===== src/rtl/stream_idct_arbiter.sv =====
// Round-robin arbiter that shares one IDCT pipeline between NUM_REQ coefficient streams,
// granting a whole block at a time and routing results back in order through a tag FIFO.
// Latency: req->idct_in and idct_out->rsp are combinational; one IDLE cycle between input blocks.
// Backpressure: idct_in_ready flows to the granted requester only; the head requester's rsp_ready
// flows to idct_out_ready (a stalled head blocks all returns); no grant while MAX_INFLIGHT blocks are open.
// Ports: aclk/aresetn; req_* (per-requester in); idct_in_* / idct_out_* (IDCT side);
// rsp_* (per-requester out, shared data); inflight (tag FIFO occupancy); busy.
module stream_idct_arbiter #(
  parameter int NUM_REQ      = 2,
  parameter int IN_BEATS     = 32,
  parameter int OUT_BEATS    = 32,
  parameter int MAX_INFLIGHT = 4
) (
  input  logic                              aclk,
  input  logic                              aresetn,
  input  logic [NUM_REQ-1:0]                req_valid,
  input  logic [64*NUM_REQ-1:0]             req_data,
  output logic [NUM_REQ-1:0]                req_ready,
  output logic                              idct_in_valid,
  output logic [63:0]                       idct_in_data,
  output logic                              idct_in_last,
  input  logic                              idct_in_ready,
  input  logic                              idct_out_valid,
  input  logic [63:0]                       idct_out_data,
  output logic                              idct_out_ready,
  output logic [NUM_REQ-1:0]                rsp_valid,
  output logic [63:0]                       rsp_data,
  output logic                              rsp_last,
  input  logic [NUM_REQ-1:0]                rsp_ready,
  output logic [$clog2(MAX_INFLIGHT+1)-1:0] inflight,
  output logic                              busy
);

  localparam int TW = (NUM_REQ > 1) ? $clog2(NUM_REQ) : 1;
  localparam int PW = (MAX_INFLIGHT > 1) ? $clog2(MAX_INFLIGHT) : 1;
  localparam int CW = $clog2(MAX_INFLIGHT + 1);
  localparam int IW = (IN_BEATS > 1) ? $clog2(IN_BEATS) : 1;
  localparam int OW = (OUT_BEATS > 1) ? $clog2(OUT_BEATS) : 1;

  typedef enum logic {IDLE, GRANT} state_e;

  state_e          state_q, state_d;
  logic [TW-1:0]   gnt_q, gnt_d;
  logic [TW-1:0]   prio_q, prio_d;
  logic [IW-1:0]   in_cnt_q, in_cnt_d;
  logic [OW-1:0]   out_cnt_q, out_cnt_d;
  logic [PW-1:0]   wr_ptr_q, wr_ptr_d;
  logic [PW-1:0]   rd_ptr_q, rd_ptr_d;
  logic [CW-1:0]   count_q, count_d;
  logic [TW-1:0]   tag_mem_q [MAX_INFLIGHT];
  logic [TW-1:0]   tag_mem_d [MAX_INFLIGHT];

  logic            win_found;
  logic [TW-1:0]   win_idx;
  logic [TW-1:0]   cand;
  logic [TW-1:0]   head;
  logic            fifo_full, fifo_empty;
  logic            push, pop;
  logic            in_hs, out_hs, in_end, out_end;

  assign fifo_full  = (count_q == CW'(MAX_INFLIGHT));
  assign fifo_empty = (count_q == '0);
  assign head       = tag_mem_q[rd_ptr_q];

  // First valid requester at or after prio, wrapping.
  always_comb begin
    win_found = 1'b0;
    win_idx   = '0;
    cand      = '0;
    for (int k = 0; k < NUM_REQ; k++) begin
      cand = TW'((int'(prio_q) + k) % NUM_REQ);
      if (!win_found && req_valid[cand]) begin
        win_found = 1'b1;
        win_idx   = cand;
      end
    end
  end

  // Datapath and handshakes: purely combinational steering.
  always_comb begin
    req_ready      = '0;
    rsp_valid      = '0;
    idct_in_valid  = 1'b0;
    idct_out_ready = 1'b0;
    idct_in_data   = req_data[int'(gnt_q)*64 +: 64];
    rsp_data       = idct_out_data;
    if (state_q == GRANT) begin
      idct_in_valid    = req_valid[gnt_q];
      req_ready[gnt_q] = idct_in_ready;
    end
    if (!fifo_empty) begin
      rsp_valid[head] = idct_out_valid;
      idct_out_ready  = rsp_ready[head];
    end
  end

  assign in_end       = (in_cnt_q == IW'(IN_BEATS - 1));
  assign out_end      = (out_cnt_q == OW'(OUT_BEATS - 1));
  assign idct_in_last = (state_q == GRANT) && in_end;
  // Gated so a one-beat block cannot show rsp_last with nothing outstanding.
  assign rsp_last     = !fifo_empty && out_end;
  assign in_hs        = idct_in_valid && idct_in_ready;
  assign out_hs       = idct_out_valid && idct_out_ready;
  // The full guard is on the registered count, so a same-cycle pop cannot enable a grant.
  assign push         = (state_q == IDLE) && win_found && !fifo_full;
  assign pop          = out_hs && out_end;
  assign inflight     = count_q;
  assign busy         = (state_q == GRANT) || !fifo_empty;

  always_comb begin
    state_d   = state_q;
    gnt_d     = gnt_q;
    prio_d    = prio_q;
    in_cnt_d  = in_cnt_q;
    out_cnt_d = out_cnt_q;
    wr_ptr_d  = wr_ptr_q;
    rd_ptr_d  = rd_ptr_q;
    count_d   = count_q;
    tag_mem_d = tag_mem_q;

    if (push) begin
      state_d             = GRANT;
      gnt_d               = win_idx;
      in_cnt_d            = '0;
      tag_mem_d[wr_ptr_q] = win_idx;
      wr_ptr_d            = (wr_ptr_q == PW'(MAX_INFLIGHT - 1)) ? '0 : wr_ptr_q + 1'b1;
    end else if ((state_q == GRANT) && in_hs) begin
      in_cnt_d = in_cnt_q + 1'b1;
      if (in_end) begin
        state_d = IDLE;
        prio_d  = (gnt_q == TW'(NUM_REQ - 1)) ? '0 : gnt_q + 1'b1;
      end
    end

    if (out_hs) begin
      if (out_end) begin
        out_cnt_d = '0;
        rd_ptr_d  = (rd_ptr_q == PW'(MAX_INFLIGHT - 1)) ? '0 : rd_ptr_q + 1'b1;
      end else begin
        out_cnt_d = out_cnt_q + 1'b1;
      end
    end

    if (push && !pop) begin
      count_d = count_q + 1'b1;
    end else if (pop && !push) begin
      count_d = count_q - 1'b1;
    end
  end

  always_ff @(posedge aclk or negedge aresetn) begin
    if (!aresetn) begin
      state_q   <= IDLE;
      gnt_q     <= '0;
      prio_q    <= '0;
      in_cnt_q  <= '0;
      out_cnt_q <= '0;
      wr_ptr_q  <= '0;
      rd_ptr_q  <= '0;
      count_q   <= '0;
      tag_mem_q <= '{default: '0};
    end else begin
      state_q   <= state_d;
      gnt_q     <= gnt_d;
      prio_q    <= prio_d;
      in_cnt_q  <= in_cnt_d;
      out_cnt_q <= out_cnt_d;
      wr_ptr_q  <= wr_ptr_d;
      rd_ptr_q  <= rd_ptr_d;
      count_q   <= count_d;
      tag_mem_q <= tag_mem_d;
    end
  end

endmodule


===== config.mk =====
export PLATFORM = sky130hd
export DESIGN_NAME = stream_idct_arbiter
export DESIGN_NICKNAME = d
export VERILOG_FILES = /design/src/rtl/stream_idct_arbiter.sv
export SDC_FILE = /design/constraint.sdc
export NUM_CORES = 1
export LEC_CHECK = 0
export CAP_MARGIN = 20
export CORE_AREA = 2 2 132 134
export DETAILED_ROUTE_END_ITERATION = 8
export DIE_AREA = 0 0 134 136
export MAX_ROUTING_LAYER = met4
export PLACE_DENSITY = 0.55
export REMOVE_ABC_BUFFERS = 1
export SLEW_MARGIN = 0
export SYNTH_ARGS = -nofsm -noshare
export SYNTH_HDL_FRONTEND = slang
export SYNTH_SLANG_ARGS = --single-unit

===== constraint.sdc =====
create_clock -name aclk -period 6.8 [get_ports aclk]
set_input_delay 1.02 -clock aclk [delete_from_list [all_inputs] [get_ports aclk]]
set_output_delay 1.02 -clock aclk [all_outputs]
set_load 0.02 [all_outputs]

==> flow_summary_export.csv <==
group,metric,value,unit
clock_network,cts_setup_buffers,0,
detailed_routing,routed_wirelength,14870,um
synthesis,synthesis.area,0.002554,mm2
final_layout,post_route_cells_drive_above_1_share,0.2130,
worst_hold_path,hold-path-cell-count,1,
floorplan,dieArea,0.01822,mm2
sta,finalClockSkew,11.57,ps
placed_design,io_buffer_count,211,
grt,track_usage,0.1616,
worst_setup_path,r2r_slack,4120,ps
sta,setup_viol,0,
worst_setup_path,worst_ep_required_time,5780,ps
floorplan,rows,48,
floorplan,core,0.01688,mm2
sta,final-max-slew-violation-count,0,
power_and_ir_drop,largest_vdd_supply_drop,0.1448,mV
synthesis,synth_warn,0,
worst_setup_path,timing.setup.critical_path_class,"primary input to output port",
placed_design,place_congestion,0.8733,
grt,number_of_antenna_violations_at_the_first_check_in_global_routing,1,
worst_setup_path,capturing_element_type_of_the_critical_path,"output port",
placed_design,detailed_place_hpwl,13310,um
worst_setup_path,critical-path-slowest-cell,"clkdlybuf4s50_1",
final_layout,finish.net_count,611,
sta,max_slew_margin,0.4230,
worst_setup_path,r2r-end,"inflight[1]",
clock_network,clkLatencyLatePin,260,ps
clock_network,cts_root_buffer,"clkbuf_16",
sta,achievable-frequency,284.8,MHz
grt,grt_pass1_vias,2578,
sta,post_route_setup_tns,0,ps
worst_hold_path,hold_end,"tag_mem_q[0]",
outcome,run_status,"completed",
synthesis,ys_types,36,
worst_setup_path,critPathMostFrequentCell,"clkdlybuf4s50_1",
worst_setup_path,timing.critical_path.from_type,"primary input",
final_layout,synthToLayoutAreaGrowth,78.69,%
floorplan,horizontal_extent_of_the_die,134,um
floorplan,start_util,0.1513,
final_layout,layout.cells.most_common,"clkdlybuf4s50_1",
final_layout,final_cell_mix,"211 x clkdlybuf4s50_1, 70 x mux2_2, 23 x dfrtp_1",
clock_network,clkTransAtPathRegs,60,ps
final_layout,insertedDiodeCount,0,
synthesis,syn_avg_cell_area,10.01,um2
sta,post-route-min-period,3511,ps
worst_setup_path,cp_cell_sequence,"clkdlybuf4s50_1 -> mux2i_1 -> nor2b_1 -> clkdlybuf4s50_1",
grt,grt_max_degree,70,
clock_network,cts_tree,"done",
clock_network,tritoncts_num_sinks,24,
worst_hold_path,hold_path.startpoint,"tag_mem_q[0]",
clock_network,cts_hold_buf,0,
final_layout,num-fill-cells,1769,
power_and_ir_drop,power_per_cell_area,310.8,mW/mm2
placed_design,post_dp_cell_area,0.004458,mm2
detailed_routing,drt_pre_antenna_iters,4,
synthesis,sequential_element_share_of_the_synthesized_area,0.2352,
detailed_routing,post-route-drc-count,0,
clock_network,postCtsResizedCells,0,
detailed_routing,routed_wire_length_per_instance,23.83,um
detailed_routing,ant_nets,0,
floorplan,die_height,136,um
sta,finalHoldViolCount,0,
detailed_routing,drt-initial-drc-count,49,
grt,grt_first_pass_wirelength,20030,um
floorplan,top_level_ports,340,
worst_hold_path,min-delay-path-class,"flip-flop to flip-flop",
detailed_routing,via_density,3.843,
run,max_cap_viol_count,0,
worst_setup_path,reg2reg_from,"rd_ptr_q[0]",
worst_setup_path,cp_slowest_stage_delay,620,ps
final_layout,final_area,0.004563,mm2
worst_setup_path,cp_data_arrival_time,2490,ps
clock_network,cts_buffer_depth,2,
sta,grt_setup_unrepaired,"false",
clock_network,cts-buffers-inserted,3,
sta,period_share,0.5163,
final_layout,final_core_util,0.2704,
detailed_routing,vias,2398,
synthesis,synth.ff_latch_count,24,
worst_setup_path,critical_path_peak_fanout,5,
power_and_ir_drop,cellLeakagePower,0.001770,uW
synthesis,synth_cells,255,
worst_setup_path,worst_r2r_path_depth,8,
grt,grt_remaining_overflow,0,
sta,tightestPinTransition,865.4,ps
clock_network,h-tree-depth,1,
-- worst max-delay path, delay by kind of cell --
family,cells,cell delay (ps)
simple gates,1,170
buf+inv,2,1130
mux,1,160
-- kinds of logic after synthesis --
group / count (synthesis) / synth area share
buf+inv: 80 / 0.2126
fa+ha+maj: 11 / 0.05684
compound gates: 13 / 0.03626
simple gates: 42 / 0.08134
xor+xnor: 6 / 0.02058
flops: 24 / 0.2352
mux: 79 / 0.3572
-- worst max path at each step --
stage	end	cells past startpoint	start	slack [ps]
floorplan	idct_in_valid	2	gnt_q	3350
global placement	idct_in_valid	4	req_valid[1]	3320
detailed placement	idct_in_valid	4	req_valid[0]	3290
CTS	idct_in_valid	4	req_valid[0]	3280
global route	rsp_valid[0]	4	idct_out_valid	3210
finish	idct_in_valid	4	req_valid[0]	3290
-- cell usage after synthesis, drive strengths merged --
library cell,count,area share
a211oi,1,0.0029
a21boi,1,0.0029
a21o,2,0.0059
a21oi,1,0.0020
a31oi,1,0.0025
and2,1,0.0025
and3,3,0.0074
buf,66,0.19
clkbuf,8,0.012
dfrtp,24,0.24
fa,1,0.0078
ha,10,0.049
inv,6,0.0088
mux2,74,0.33
mux2i,4,0.021
mux4,1,0.0088
nand2,9,0.013
nand2b,2,0.0049
nand3,2,0.0039
nor2,16,0.024
nor2b,2,0.0049
nor3,2,0.0039
nor3b,2,0.0078
nor4,1,0.0025
o21ai,4,0.0078
o31ai,2,0.0059
o41ai,1,0.0064
or2,1,0.0034
or3b,1,0.0034
xnor2,4,0.014
xor2,2,0.0069
-- per-stage QoR --
stage	power (uW)	cells	hold WS [ps]	setup slack, ps
floorplan	804.2	181	461.5	3348
global placement	1249	619	478.3	3323
detailed placement	1256	620	500.5	3286
CTS	1438	624	512.2	3279
global route	1511	624	523.0	3214
finish	1418	624	507.7	3289
-- power by group --
group / switching (uW) / internal (uW)
combinational: 465 / 532
sequential: 52.5 / 199
clock: 51.9 / 117
-- final cells by class --
type | instances | area, um2 | share of cell area
repair buffers | 214 | 2142 | 0.4694
multi-input cells | 151 | 1410 | 0.3090
flip-flops and latches | 24 | 601.8 | 0.1319
well taps | 225 | 281.5 | 0.06169
clock buffers | 3 | 75.07 | 0.01645
clock inverters | 1 | 30.03 | 0.006581
inverters | 6 | 22.52 | 0.004936
-- flip-flops by register name (all words and copies together) (netlist names) --
name and cells:
gnt_q 1, rd_ptr_q 2, in_cnt_q 5, prio_q 1
state_q 1, out_cnt_q 5, inflight 3, tag_mem_q 4
wr_ptr_q 2
-- layer usage --
layer	vias up	part of all wire	GRT usage
li1	1102	-	-
met1	1063	0.27	0.1261
met2	229	0.49	0.2772
met3	4	0.24	0.1596
met4	0	0.0038	0.01773
met5	-	0	-
Power figures use the tool's default switching activity.
